[src/rtl/lcd_frame_capture_pkg.sv]
// Shared types and default geometry for the DMG LCD pin-bus capture block.
package lcd_capture_pkg;

  localparam int unsigned LCD_W = 160;
  localparam int unsigned LCD_H = 144;

  typedef logic [1:0] pix_t;

  typedef enum logic [1:0] {
    IDLE,
    WAIT_LINE,
    ACTIVE,
    LINE_END
  } cap_state_e;

endpackage

[src/rtl/lcd_frame_capture_pin_sync.sv]
// Two-flop synchronizer for the LCD pin bus plus one history register for edge detection.
module lcd_pin_sync #(
  parameter int unsigned W = 7
) (
  input  logic         clk_i,
  input  logic         rst_i,
  input  logic [W-1:0] pins_i,
  output logic [W-1:0] sync_o,
  output logic [W-1:0] prev_o
);

  logic [W-1:0] meta_q;
  logic [W-1:0] sync_q;
  logic [W-1:0] prev_q;

  always_ff @(posedge clk_i) begin
    if (rst_i) begin
      meta_q <= '0;
      sync_q <= '0;
      prev_q <= '0;
    end else begin
      meta_q <= pins_i;
      sync_q <= meta_q;
      prev_q <= sync_q;
    end
  end

  assign sync_o = sync_q;
  assign prev_o = prev_q;

endmodule

[src/rtl/lcd_frame_capture.sv]
// Rebuilds a WIDTH x HEIGHT framebuffer write stream from the sampled DMG LCD pins,
// flagging malformed lines, frames and missing FR toggles.
module lcd_frame_capture
  import lcd_capture_pkg::*;
#(
  parameter int unsigned WIDTH  = LCD_W,
  parameter int unsigned HEIGHT = LCD_H,
  parameter int unsigned ADDR_W = 15
) (
  input  logic              clk2,
  input  logic              reset_video,
  input  logic              pin_cp,
  input  logic              pin_st,
  input  logic              pin_cpl,
  input  logic              pin_s,
  input  logic              pin_fr,
  input  logic [1:0]        pin_ld,
  output logic              pix_we,
  output logic [ADDR_W-1:0] pix_addr,
  output logic [1:0]        pix_data,
  output logic              frame_done,
  output logic              line_err,
  output logic              frame_err,
  output logic              fr_err
);

  localparam int unsigned XW = $clog2(WIDTH + 1);
  localparam int unsigned YW = $clog2(HEIGHT + 1);
  localparam logic [XW-1:0]     X_MAX  = XW'(WIDTH);
  localparam logic [YW-1:0]     Y_MAX  = YW'(HEIGHT);
  localparam logic [YW-1:0]     Y_LAST = YW'(HEIGHT - 1);
  localparam logic [ADDR_W-1:0] STRIDE = ADDR_W'(WIDTH);

  // Bus order: {cp, st, cpl, s, fr, ld[1:0]}
  logic [6:0] sync;
  logic [6:0] prev;

  lcd_pin_sync #(.W(7)) u_sync (
    .clk_i  (clk2),
    .rst_i  (reset_video),
    .pins_i ({pin_cp, pin_st, pin_cpl, pin_s, pin_fr, pin_ld}),
    .sync_o (sync),
    .prev_o (prev)
  );

  logic cp_fall, st_rise, cpl_rise, frame_start;
  logic s_fr;
  pix_t s_ld;
  logic unused_prev;

  assign cp_fall     = prev[6] & ~sync[6];
  assign st_rise     = sync[5] & ~prev[5];
  assign cpl_rise    = sync[4] & ~prev[4];
  assign frame_start = cpl_rise & sync[3];
  assign s_fr        = sync[2];
  assign s_ld        = sync[1:0];
  assign unused_prev = ^prev[3:0];

  cap_state_e        state_q, state_d;
  logic [XW-1:0]     x_q, x_d;
  logic [YW-1:0]     y_q, y_d;
  logic [ADDR_W-1:0] base_q, base_d;
  logic              we_q, we_d;
  logic [ADDR_W-1:0] addr_q, addr_d;
  pix_t              data_q, data_d;
  logic              done_q, done_d;
  logic              line_err_q, line_err_d;
  logic              frame_err_q, frame_err_d;
  logic              fr_err_q, fr_err_d;
  logic              fr_seen_q, fr_seen_d;
  logic              fr_last_q, fr_last_d;

  always_ff @(posedge clk2) begin
    if (reset_video) begin
      state_q     <= IDLE;
      x_q         <= '0;
      y_q         <= '0;
      base_q      <= '0;
      we_q        <= 1'b0;
      addr_q      <= '0;
      data_q      <= '0;
      done_q      <= 1'b0;
      line_err_q  <= 1'b0;
      frame_err_q <= 1'b0;
      fr_err_q    <= 1'b0;
      fr_seen_q   <= 1'b0;
      fr_last_q   <= 1'b0;
    end else begin
      state_q     <= state_d;
      x_q         <= x_d;
      y_q         <= y_d;
      base_q      <= base_d;
      we_q        <= we_d;
      addr_q      <= addr_d;
      data_q      <= data_d;
      done_q      <= done_d;
      line_err_q  <= line_err_d;
      frame_err_q <= frame_err_d;
      fr_err_q    <= fr_err_d;
      fr_seen_q   <= fr_seen_d;
      fr_last_q   <= fr_last_d;
    end
  end

  always_comb begin
    state_d     = state_q;
    x_d         = x_q;
    y_d         = y_q;
    base_d      = base_q;
    we_d        = 1'b0;
    addr_d      = addr_q;
    data_d      = data_q;
    done_d      = 1'b0;
    line_err_d  = line_err_q;
    frame_err_d = frame_err_q;
    fr_err_d    = fr_err_q;
    fr_seen_d   = fr_seen_q;
    fr_last_d   = fr_last_q;

    // FR must alternate between successive frame starts; the first one only arms the check.
    if (frame_start) begin
      if (fr_seen_q && (s_fr == fr_last_q)) fr_err_d = 1'b1;
      fr_seen_d = 1'b1;
      fr_last_d = s_fr;
    end

    case (state_q)
      IDLE: begin
        if (frame_start) begin
          y_d     = '0;
          base_d  = '0;
          state_d = WAIT_LINE;
        end
      end
      WAIT_LINE: begin
        if (frame_start) begin
          if (y_q != '0) frame_err_d = 1'b1;
          y_d    = '0;
          base_d = '0;
        end else if (st_rise) begin
          x_d     = '0;
          state_d = ACTIVE;
        end
      end
      ACTIVE: begin
        // A pixel landing with the latch pulse is written before the line closes.
        if (cp_fall) begin
          if (x_q < X_MAX) begin
            if (y_q < Y_MAX) begin
              we_d   = 1'b1;
              addr_d = base_q + ADDR_W'(x_q);
              data_d = s_ld;
            end else begin
              frame_err_d = 1'b1;
            end
            x_d = x_q + 1'b1;
          end else begin
            line_err_d = 1'b1;
          end
        end
        if (frame_start) begin
          if (y_q != '0) frame_err_d = 1'b1;
          y_d     = '0;
          base_d  = '0;
          state_d = WAIT_LINE;
        end else if (cpl_rise) begin
          state_d = LINE_END;
        end
      end
      LINE_END: begin
        if (x_q != X_MAX) line_err_d = 1'b1;
        y_d    = y_q + 1'b1;
        base_d = base_q + STRIDE;
        if (y_q == Y_LAST) begin
          done_d  = 1'b1;
          state_d = IDLE;
        end else begin
          state_d = WAIT_LINE;
        end
      end
      default: state_d = IDLE;
    endcase
  end

  assign pix_we     = we_q;
  assign pix_addr   = addr_q;
  assign pix_data   = data_q;
  assign frame_done = done_q;
  assign line_err   = line_err_q;
  assign frame_err  = frame_err_q;
  assign fr_err     = fr_err_q;

endmodule

[config.mk]
export PLATFORM = sky130hd
export DESIGN_NAME = lcd_frame_capture
export DESIGN_NICKNAME = d
export VERILOG_FILES = /design/src/rtl/lcd_frame_capture_pkg.sv /design/src/rtl/lcd_frame_capture_pin_sync.sv /design/src/rtl/lcd_frame_capture.sv
export SDC_FILE = /design/constraint.sdc
export NUM_CORES = 1
export LEC_CHECK = 0
export ABC_CLOCK_PERIOD_IN_PS = 5400
export BUFFER_PORTS_ARGS = -buffer_cell sky130_fd_sc_hd__buf_2
export CORE_AREA = 2 2 79 81
export DETAILED_ROUTE_END_ITERATION = 10
export DIE_AREA = 0 0 81 83
export PLACE_DENSITY = 0.73
export SYNTH_ARGS = -nofsm -noshare
export SYNTH_HDL_FRONTEND = slang
export SYNTH_SLANG_ARGS = --single-unit
[constraint.sdc]
create_clock -name clk2 -period 5.4 [get_ports clk2]
set_input_delay 0.27 -clock clk2 [delete_from_list [all_inputs] [get_ports clk2]]
set_output_delay 0.27 -clock clk2 [all_outputs]
set_load 0.005 [all_outputs]
### Yosys cells after proc, flatten, opt, wreduce, memory -nomap -nowiden

Index checks and enable logic that the tools add are counted.

* flip-flop bits (word level): 78
* input bits: 9
* logic and storage cells: 94

* $add $sub $neg: 4
* $lt $le $gt $ge: 2
* equality and inequality tests: 17
* muxes and demuxes: 30
* bitwise gates (word level): 11
* reductions and logical operators: 14

Operator list (number)
* 2-to-1 mux 8 bit: 5
* one-hot mux 8 bit (2 select lines): 2
* one-hot mux 15 bit (2 select lines): 1
* inequality test 2 bit, second input constant: 9
* adder 8 x 1 -> 8 bit, second input constant: 2
* < comparator 8 bit, second input constant: 2
* adder 15 x 8 -> 15 bit: 1
* adder 15 x 8 -> 15 bit, second input constant: 1
* 2-to-1 mux 15 bit: 1
* 2-to-1 mux 1 bit: 13
* AND reduction 4 bit: 3
* 2-to-1 mux 2 bit: 5
* equality test 8 bit, second input constant: 1
* inequality test 8 bit, second input constant: 1
* one-hot mux 2 bit (4 select lines): 1
* nonzero test 8 bit: 1
* inverter 1 bit: 7
* AND reduction 5 bit: 1
* AND 1 bit: 4
* equality test 2 bit, second input constant: 2
* one-hot mux 1 bit (2 select lines): 2
* nonzero test 2 bit: 2
* OR reduction 4 bit: 1
* inequality test 3 bit, second input constant: 1
* other kinds (9): 9

### Logic depth before layout (Yosys ltp)

Gate-level depths: netlist of the first run.

* word-level depth: 7
* mapped depth: 7

### Modules after synthesis

From an unflattened synthesis of the first run, not the netlist that was laid out.

* cell total of the unflattened synthesis: 370
* area, all modules: 3410.8 um^2

Modules (own cells, without submodules)
* lcd_frame_capture: times used 1, cells an instance 326, area each 2786.4 um^2
* lcd_pin_sync: times used 1, cells an instance 44, area each 624.3 um^2

### Worst setup path after synthesis of the first run

Ideal clock, no wire load.

* path type: register to register
* start: reg x_q[6]
* end: reg addr_q[9], in the netlist pix_addr[9]
* arrival: 1.691 ns
* slack: 3.623 ns
* cell stages (with the launch flop): 6
* buffers on the path: 0
* clock period less this slack: 1.777 ns
* cell sequence: dfxtp_1 > ha_1 > a211oi_1 > nor3b_1 > xnor2_1 > a211oi_1

* longest elaborated chain between the ends: 2
* elaborated cells between the ends (all ways): 3
* classes of those cells: add/sub (1); order compare (1); reduce/logical (1)

Ends and longest elaborated chain
* start, declared: line lcd_frame_capture.sv:60 `logic [XW-1:0] x_q, x_d;`
* start signal, assigned: line lcd_frame_capture.sv:76 `x_q <= '0;`
* start signal, assigned: line lcd_frame_capture.sv:90 `x_q <= x_d;`
* < comparator 8 bit: line lcd_frame_capture.sv:148 `if (x_q < X_MAX) begin`
* AND reduction 4 bit (no source line)
* end signal, assigned: line lcd_frame_capture.sv:94 `addr_q <= addr_d;`
* end, declared: line lcd_frame_capture.sv:64 `logic [ADDR_W-1:0] addr_q, addr_d;`

Several ways; a longest one is shown, not always the timed one.
A chain may end at the register's enable or synchronous reset.

### Worst setup path after layout of the first run

* start: reg state_q[0]
* end: reg addr_q[8], in the netlist pix_addr[8]

* longest elaborated chain between the ends: 2

Ends and longest elaborated chain
* start, declared: line lcd_frame_capture.sv:59 `cap_state_e state_q, state_d;`
* start signal, assigned: line lcd_frame_capture.sv:89 `state_q <= state_d;`
* equality test 2 bit: line lcd_frame_capture.sv:127 `case (state_q)`
* AND reduction 4 bit (no source line)

No other way between the ends.

==> results.md, run 1 <==
* Outcome: finished, final reports clean
* Main synth FF type: dfxtp_1
* Max VDD drop at between 0.15 and 0.2 mV
* Place WS at ~3100 ps
* Register bit total from synthesis at 69
* Unrepaired setup endpoints after global routing: false
* Die Y at 83 um
* Starting density of the core at 0.539
* Via count at 2492
* Share of cells above drive strength 1 at 0.149
* Relative slew slack at 0.332
* Mux contribution to synthesized area at 0.0164
* Area grow syn2layout at 11.0%
* Setup slack after layout at 3080 ps
* Most common cell after layout, fill and taps aside: dfxtp_1
* GRT Max-Usage Layer: met2
* Worst-path clk slew at around 70 ps
* Crit path cell chain: inv_1, ha_1, nand3b_4, a211oi_4, o21ai_0, o31ai_1
* Vias/cell at 5.51
* Total gr overflow at 0
* HP Class: in2reg
* H-Tree Depth at 3
* Critical path's slowest cell: a211oi_4
* Worst-skew pair later-pin latency at 330 ps
* RD Place Congestion at 0.797
* Maximum clock rate at 431 MHz
* Input/output buffers at 30
* Worst Setup SP: state_q[0]
* Root Driver: clkbuf_8
* Placed Instance Area at 3310 sq um
* Fill count at 521
* CTS Hold Bufs at 0
* Post-route antenna net violation count at 0
* Power Dens Cells at about 290 nW/um^2
* Core Util, Final at 0.598
* Seq/Total Area, Yosys at 0.441
* Met2 Usage GRT at 0.304
* Least-Margin Pin Slew at 999 ps
* Yosys Warn Count at 0
* Final setup viols at 0
* Nets@finish at 395
* Peak per-stage delay on the critical path at 840 ps
* Tmin final at 2320 ps
* # IOs at 31
* Worst flop-to-flop path startpoint: state_q[0]
* Core Footprint at 5820 sq um
* CP Launch Type: flop
* Routed WL at 5.95 mm
* GRT met3 Usage at 0.0587
* Hold path cells at 2
* Final critical-path share of the clock period at 0.430
* Worst Path Arrival at 2570 ps
* Most frequent cells in the layout: dfxtp_1, nand2_1, a21oi_1, buf_2, nor2_1
* Synthesized cell area at 3140 sq um
* Clock sinks at between 60 and 70
* Slew Viols, Final at 0
* Post-Synth XOR/XNOR Area at 0.0251
* Iteration-0 DRC count of the detailed router at 102
* WL/cell at around 13 um
* Initial antenna violation count at 0
* First-pass DRT Iterations at 5
* Leakage power at 1.28 nW
* Number of synthesized flops with an enable pin at 0
* N_diodes at 0
* Clk buf depth at 2
* Ys async rst share at 0
* Syn nets at 370
* Max-Cap Viols at 0
* Post-CTS Setup Inserts at 0
* DIE WIDTH at 81 um
* Crit end category: flop
* Setup TNS at 0 ps
* Hold wc startpoint: pin_cpl
* Vias in the first global route at approximately 2300
* Largest net degree at the start of global routing at 65
* Post-CTS sizing at 0
* DR DRC count at 0
* Syn_area_per_cell at 9.01 sq um
* Adder-cell share of the synthesized area at 0.0519
* CTS tree: built
* Site row count at 28
* Worst r2r path cells at 6
* Synth Area in Compound Gates at 0.184
* Die Area at 6720 sq um
* Syn Inst Count at 348
* Largest family of logic cells by synthesized area: simple AND/OR/NAND/NOR gates
* CTS Buf Count at 9
* CP max FO at 24
* Required @ worst endpoint at 5650 ps
* Simple-gate share of the synthesized area at 0.243
* DP Wirelength at between 4 and 5 mm
* WS Path Type: reg2reg
* Global-route wire length before repair at 10.1 mm
* GRT Util Overall at 0.186
* Setup Skew at 9.21 ps
* Yosys cell types at 54
* Fin. Hold Viols at 0
* Cell area after layout at 3480 sq um
* GR Util met1 at 0.227
[registers in the layout (all words and copies together), names as in the netlist, 2 cells and up]
register       flops
base_q            10
pix_addr          15
pix_data           2
state_q            2
u_sync.meta_q      7
u_sync.prev_o      3
u_sync.sync_o      7
x_q                8
y_q                8
[logic make-up after synthesis]
group                      after synthesis
xor gates and xnor gates                 9
and+or+nand+nor                        140
adders and majority gates               13
AOI/OAI and AO/OA                       84
muxes                                    5
DFF                                     69
buffers and inverters                   28
[power breakdown]
group	internal, W	total (W)	switching (W)
clock network	0.000211	0.000388	0.000177
logic	0.0000315	0.0000799	0.0000484
registers	0.000521	0.000530	0.00000915
total	0.000763	0.000998	0.000235
[area by class of cell]
type,count,area (sq um),area share
clock inverter,2,35.0,0.0101
tap,75,93.8,0.0270
multi-input combinational,251,1630,0.469
clock buffer,13,139,0.0399
inverter,11,41.3,0.0119
sequential,69,1380,0.397
timing repair buffer,31,158,0.0453
[worst paths after layout]
kind	endpoint	slack, ps
max	pix_addr[8]	3080
min	u_sync.meta_q[4]	150
max reg2reg	pix_addr[8]	3080
min reg2reg	u_sync.sync_o[4]	430
[synth_stat cells (3+ instances only)]
cell	count	area (sq um)
a211oi_1	5	37.5
a211oi_2	4	50.1
a21oi_1	32	160
a311oi_1	3	26.3
clkbuf_1	11	41.3
dfxtp_1	69	1380
ha_1	13	163
inv_1	11	41.3
mux2i_1	4	40.0
nand2_1	35	131
nand2b_1	6	37.5
nand3_1	9	45.0
nand4_1	7	43.8
nor2_1	26	97.6
nor2b_1	18	113
nor3_1	6	30.0
nor4_1	3	18.8
o211ai_1	5	37.5
o21ai_0	12	60.1
o31ai_1	5	37.5
or3_1	5	31.3
or4_1	6	45.0
xnor2_1	9	78.8
[layer usage]
metal / routed length [um] / vias to the layer above
met3: 230 / 2
met5: 0 / -
met2: 2760 / 49
met4: 19 / 0
li1: - / 1283
met1: 2940 / 1158
[through the flow]
step | hold slack (ps) | std cells | power [W]
floorplan | 398 | 348 | 0.000600
global placement | 418 | 437 | 0.000618
detailed placement | 424 | 437 | 0.000621
CTS | 129 | 452 | 0.00101
global route | 137 | 452 | 0.00104
finish | 145 | 452 | 0.000998
[critical path, delay by kind of cell (launching register included)]
family                   cells  cell delay [ps]
AND/OR/NAND/NOR              1              150
buffers and inverters        1              130
flip-flops                   1              350
adder cells (fa/ha/maj)      1              340
AO/OA/AOI/OAI                3             1260
Note: power is estimated with default switching activity, not from simulation.
==> run 2: changes to the inputs <==
Settings changed: ABC_CLOCK_PERIOD_IN_PS 5400 to 1900, CORE_AREA 2 2 79 81 to 2 2 80 82, DIE_AREA 0 0 81 83 to 0 0 82 84, PLACE_DENSITY 0.73 to 0.75.
Clock period 5.4 ns to 1.9 ns, I/O delays scaled along.
==> results.md, run 2 (synthesis gave the netlist of run 1 again) <==
* Required @ worst endpoint at 2190 ps (was 5650 ps)
* Hold path cells at 2 (unchanged)
* CP max FO at 9 (was 24)
* Worst-path clk slew at 80 ps (was 70 ps)
* Worst-skew pair later-pin latency at 350 ps (was 330 ps)
* Leakage power at 1.38 nW (was 1.28 nW)
* Fin. Hold Viols at 0 (unchanged)
* # IOs at 31 (unchanged)
* Most frequent cells in the layout: dfxtp_1, nand2_1, a21oi_1, buf_2, nor2_1 (unchanged)
* Setup TNS at 0 ps (unchanged)
* Worst Path Arrival at 2080 ps (was 2570 ps)
* Max VDD drop at 0.462 mV (was 0.152 mV)
* Area grow syn2layout at 18.2% (was 11.0%)
* R2R Setup Slk at 110 ps (was 3080 ps)
* WL/cell at 12.9 um (was 13.2 um)
* Power Dens Cells at 777 nW/um^2 (was 287 nW/um^2)
* Sequential power share at 0.523 (was 0.531)
* Maximum clock rate at 559 MHz (was 431 MHz)
* Root Driver: clkbuf_8 (unchanged)
* Clk buf depth at 2 (unchanged)
* Largest register FFs at 15 (unchanged)
* Clock power share at 0.388 (was 0.389)
* HP Class: in2reg (unchanged)
* N_diodes at 0 (unchanged)
* Core Footprint at 6100 sq um (was 5820 sq um)
* RR Endpoint: x_q[3] (was pix_addr[8])
* DP Wirelength at 4.30 mm (was 4.02 mm)
* Fill count at 548 (was 521)
* CP Launch Type: flop (unchanged)
* Cell internal pwr at 0.00211 W (was 0.000763 W)
* Initial antenna violation count at 0 (unchanged)
* CTS Buf Count at 9 (unchanged)
* GRT Util Overall at 0.196 (was 0.186)
* Register area at 1380 sq um (about the same)
* Unrepaired setup endpoints after global routing: false (unchanged)
* Clock sinks at 69 (unchanged)
* Vias/cell at 5.53 (was 5.51)
* Most common cell after layout, fill and taps aside: dfxtp_1 (unchanged)
* Place WS at 33.8 ps (was 3080 ps)
* Iteration-0 DRC count of the detailed router at 167 (was 102)
* Routed WL at 6.14 mm (was 5.95 mm)
* Crit end category: flop (unchanged)
* Worst flop-to-flop path startpoint: state_q[0] (unchanged)
* Critical Path Sink: x_q[3] (was pix_addr[8])
* Tmin final at 1790 ps (was 2320 ps)
* Final critical-path share of the clock period at 0.942 (was 0.430)
* First-pass DRT Iterations at 4 (was 5)
* Worst r2r path cells at 6 (unchanged)
* Comb pwr share at 0.089 (was 0.080)
* RD Place Congestion at 0.902 (was 0.797)
* Global-route wire length before repair at 10.5 mm (was 10.1 mm)
* Nets@finish at 416 (was 395)
* P_sw at 0.000771 W (was 0.000235 W)
* Worst Setup SP: state_q[0] (unchanged)
* Vias in the first global route at 2388 (was 2329)
* DR DRC count at 0 (unchanged)
* DIE WIDTH at 82 um (was 81 um)
* Via count at 2633 (was 2492)
* Least-Margin Pin Slew at 516 ps (was 999 ps)
* Die Y at 84 um (was 83 um)
* Setup Skew at 9.24 ps (was 9.21 ps)
* Share of cells above drive strength 1 at 0.201 (was 0.149)
* Outcome: finished, final reports clean (unchanged)
* Die Area at 6890 sq um (was 6720 sq um)
* Pwr Total at 0.00288 W (was 0.000998 W)
* Slew Viols, Final at 0 (unchanged)
* Final setup viols at 0 (unchanged)
* Starting density of the core at 0.514 (was 0.539)
* Net switching fraction of the power at 0.267 (was 0.235)
* Area occupied by multi-input gates at 1660 sq um (was 1630 sq um)
* Relative slew slack at 0.656 (was 0.332)
* Post-route antenna net violation count at 0 (unchanged)
* Site row count at 29 (was 28)
* Total gr overflow at 0 (unchanged)
* CTS tree: built (unchanged)
* Largest net degree at the start of global routing at 29 (was 65)
* WS Path Type: reg2reg (unchanged)
* H-Tree Depth at 3 (unchanged)
* Max-Cap Viols at 0 (unchanged)
* Input/output buffers at 30 (unchanged)
* Setup slack after layout at 110 ps (was 3080 ps)
[run 2: cell count changes in the layout (fill, tap and decap cells not counted), sizes merged]
cell,delta
buf,+14
clkbuf,-3
inv,+2
clkinvlp,+2
clkinv,+1
dlygate4sd3,+7
bufinv,-1
[run 2: timing repair]
action / 4_1_cts / 5_1_grt
hold endpoints to repair: 7 / 0
gates resized for setup: 0 / 6
setup endpoints to repair: 0 / 8
hold buffers: 7 / 0
setup buffers: 0 / 0
[run 2: critical path, stage by stage (launching register included)]
cell and delay [ps]:
dfxtp_1 350, inv_1 170, ha_4 200, nand3b_4 120, o21a_4 250, or4_1 500, a21boi_1 150
[run 2: metrics by stage]
step / hold WS, ps / instance area, sq um / std cells / util
final: 195 / 3710 / 476 / 0.608
after global routing: 236 / 3710 / 476 / 0.608
after CTS: 197 / 3680 / 476 / 0.604
after detailed placement: 309 / 3430 / 453 / 0.562
after global placement: 302 / 3430 / 453 / 0.562
after floorplan: 223 / 3140 / 348 / -
[run 2: worst min path at each step]
| stage | slack [ps] | to | startpoint |
|---|---|---|---|
| 3_3_place_gp | 300 | u_sync.meta_q[6] | pin_cp |
| 2_1_floorplan | 220 | u_sync.meta_q[0] | pin_ld[0] |
| 5_1_grt | 240 | pix_we | reset_video |
| 6_report | 190 | y_q[0] | reset_video |
| 3_5_place_dp | 310 | u_sync.meta_q[3] | pin_s |
| 4_1_cts | 200 | fr_seen_q | reset_video |
[run 2: layout make-up]
type / count / area share
Clock buffer: 10 / 0.0371
Clock inverter: 6 / 0.0125
Inverter: 11 / 0.0111
Multi-Input combinational cell: 251 / 0.447
Sequential cell: 69 / 0.373
Tap cell: 77 / 0.0260
Timing Repair Buffer: 52 / 0.0932
[run 2: power groups by stage]
stage	combinational [W]	sequential [W]	clock [W]
global route	0.000290	0.00151	0.00121
floorplan	0.000174	0.00153	0
finish	0.000257	0.00151	0.00112
detailed placement	0.000243	0.00154	0
global placement	0.000238	0.00154	0
CTS	0.000255	0.00150	0.00114
[run 2: routing by layer]
layer  vias up  part of all wire  wire, um  global-route usage
met5         -                 0         0                   0
met4         0             0.024       149              0.0939
met3        14             0.055       339              0.0584
met2        74              0.45      2780               0.298
met1      1213              0.47      2880               0.250
li1       1332                 -         -                   -
==> run 3: changes to the inputs <==
Settings changed: CELL_PAD_IN_SITES_DETAIL_PLACEMENT from default to 1, CELL_PAD_IN_SITES_GLOBAL_PLACEMENT from default to 2, CORE_AREA 2 2 80 82 to 2 2 101 103, DIE_AREA 0 0 82 84 to 0 0 103 105, PLACE_DENSITY 0.75 to default, PLACE_DENSITY_LB_ADDON from default to 0.1.
==> results.md, run 3 (synthesis gave the netlist of run 1 again) <==
* Outcome: finished, final reports clean (unchanged)
* Worst-skew pair later-pin latency at 350 ps (about the same)
* Crit end category: flop (unchanged)
* Maximum clock rate at 573 MHz (was 559 MHz)
* DR DRC count at 0 (unchanged)
* GRT Util Overall at 0.153 (was 0.196)
* Post-CTS Setup Inserts at 0 (unchanged)
* CTS tree: built (unchanged)
* Largest register FFs at 15 (unchanged)
* H-Tree Depth at 3 (unchanged)
* Power Dens Cells at 806 nW/um^2 (was 777 nW/um^2)
* Most common cell after layout, fill and taps aside: dfxtp_1 (unchanged)
* WS Path Type: reg2reg (unchanged)
* Worst Path Arrival at 2020 ps (was 2080 ps)
* Least-Margin Pin Slew at 413 ps (was 516 ps)
* Post-route antenna net violation count at 0 (unchanged)
* Initial antenna violation count at 0 (unchanged)
* HP Class: in2reg (unchanged)
* Area grow syn2layout at 22.8% (was 18.2%)
* Starting density of the core at 0.325 (was 0.514)
* Placed Cells at 514 (was 453)
* # IOs at 31 (unchanged)
* Root Driver: clkbuf_8 (unchanged)
* Setup TNS at 0 ps (unchanged)
* First-pass DRT Iterations at 4 (unchanged)
* Fill count at 1184 (was 548)
* Unrepaired setup endpoints after global routing: false (unchanged)
* Die Y at 105 um (was 84 um)
* Global-route wire length before repair at 13.1 mm (was 10.5 mm)
* Core Footprint at 9640 sq um (was 6100 sq um)
* Nets@finish at 422 (was 416)
* Final critical-path share of the clock period at 0.918 (was 0.942)
* WL/cell at 14.2 um (was 12.9 um)
* Required @ worst endpoint at 2170 ps (was 2190 ps)
* Max-Cap Viols at 0 (unchanged)
* Clk buf depth at 2 (unchanged)
* Worst-path clk slew at 80 ps (about the same)
* DP Wirelength at 5.47 mm (was 4.30 mm)
* Fin. Hold Viols at 0 (unchanged)
* N_diodes at 0 (unchanged)
* Setup Skew at 8.79 ps (was 9.24 ps)
* Most frequent cells in the layout: dfxtp_1, nand2_1, a21oi_1, buf_2, nor2_1 (unchanged)
* Max VDD drop at 0.376 mV (was 0.462 mV)
* Die Area at 10800 sq um (was 6890 sq um)
* Non-Filler Instances at 538 (was 476)
* GRT met3 Usage at 0.0348 (was 0.0584)
* Total gr overflow at 0 (unchanged)
* Via count at 2631 (was 2633)
* GRT Max-Usage Layer: met2 (unchanged)
* Register area at 1390 sq um (was 1380 sq um)
* CTS Buf Count at 9 (unchanged)
* Vias/cell at 4.89 (was 5.53)
* Final setup viols at 0 (unchanged)
* Relative slew slack at 0.723 (was 0.656)
* GR Util met1 at 0.196 (was 0.250)
* Leakage power at 1.42 nW (was 1.38 nW)
* Vias in the first global route at 2702 (was 2388)
* Largest net degree at the start of global routing at 35 (was 29)
* Met2 Usage GRT at 0.246 (was 0.298)
* CP Launch Type: flop (unchanged)
* Site row count at 36 (was 29)
* Input/output buffers at 30 (unchanged)
* RD Place Congestion at 0.754 (was 0.902)
* CP max FO at 6 (was 9)
* Iteration-0 DRC count of the detailed router at 65 (was 167)
* Routed WL at 7.63 mm (was 6.14 mm)
* Slew Viols, Final at 0 (unchanged)
* Tmin final at 1740 ps (was 1790 ps)
* Area occupied by multi-input gates at 1650 sq um (was 1660 sq um)
* DIE WIDTH at 103 um (was 82 um)
* Share of cells above drive strength 1 at 0.212 (was 0.201)
* Clock sinks at 69 (unchanged)
-- run 3: cell types whose count changed in the layout (fill, tap and decap cells not counted), sizes merged --
cell and change:
clkdlybuf4s15 +1, clkinvlp +1, inv -2, bufinv +2, clkinv -1, buf +5
-- run 3: repair_timing --
action,CTS,global route
resized for setup,1,7
endpoints found under the setup margin,1,9
hold buffers,7,0
cloned,0,1
endpoints found under the hold margin,7,0
-- run 3: per-stage QoR --
step | cell area (sq um) | utilization | power, W | setup WS [ps] | hold slack [ps]
finish | 3850 | 0.400 | 0.00310 | 156 | 68.6
global route | 3850 | 0.400 | 0.00326 | 19.8 | 75.2
CTS | 3820 | 0.396 | 0.00315 | 13.1 | 50.5
detailed placement | 3530 | 0.367 | 0.00180 | 19.4 | 314
global placement | 3530 | 0.367 | 0.00179 | 102 | 307
floorplan | 3140 | - | 0.00171 | 123 | 223
-- run 3: final timing paths --
check / from / to / slack [ps] / cells past startpoint
worst min register to register: u_sync.meta_q[4] / u_sync.sync_o[4] / 440 / 1
worst max-delay path: state_q[1] / x_q[3] / 160 / 7
worst min-delay path: reset_video / u_sync.sync_o[4] / 70 / 2
worst max register to register: state_q[1] / x_q[3] / 160 / 7
-- run 3: final cells by class --
| type | instances | area share |
|---|---|---|
| Clock buffer | 10 | 0.0331 |
| Clock inverter | 6 | 0.0227 |
| Multi-Input combinational cell | 251 | 0.428 |
| Inverter | 11 | 0.0107 |
| Sequential cell | 69 | 0.360 |
| Timing Repair Buffer | 58 | 0.102 |
| Tap cell | 133 | 0.0432 |
-- run 3: critical path: stages, from the launching register on --
cell	delay [ps]
dfxtp_4	390
inv_1	80
ha_1	240
inv_2	100
a21oi_2	70
buf_4	180
or4_1	470
a21boi_1	150
-- run 3: metal layers --
layer,part of all wire,wire [um],vias to the layer above
met3,0.027,205,11
met4,0.016,119,0
met2,0.46,3490,39
li1,-,-,1345
met5,0,0,-
met1,0.50,3810,1236
-- run 3: power by group --
part / internal (W) / switching (W)
clock: 0.000737 / 0.000571
combinational: 0.000126 / 0.000160
sequential: 0.00148 / 0.0000293
total: 0.00234 / 0.000761
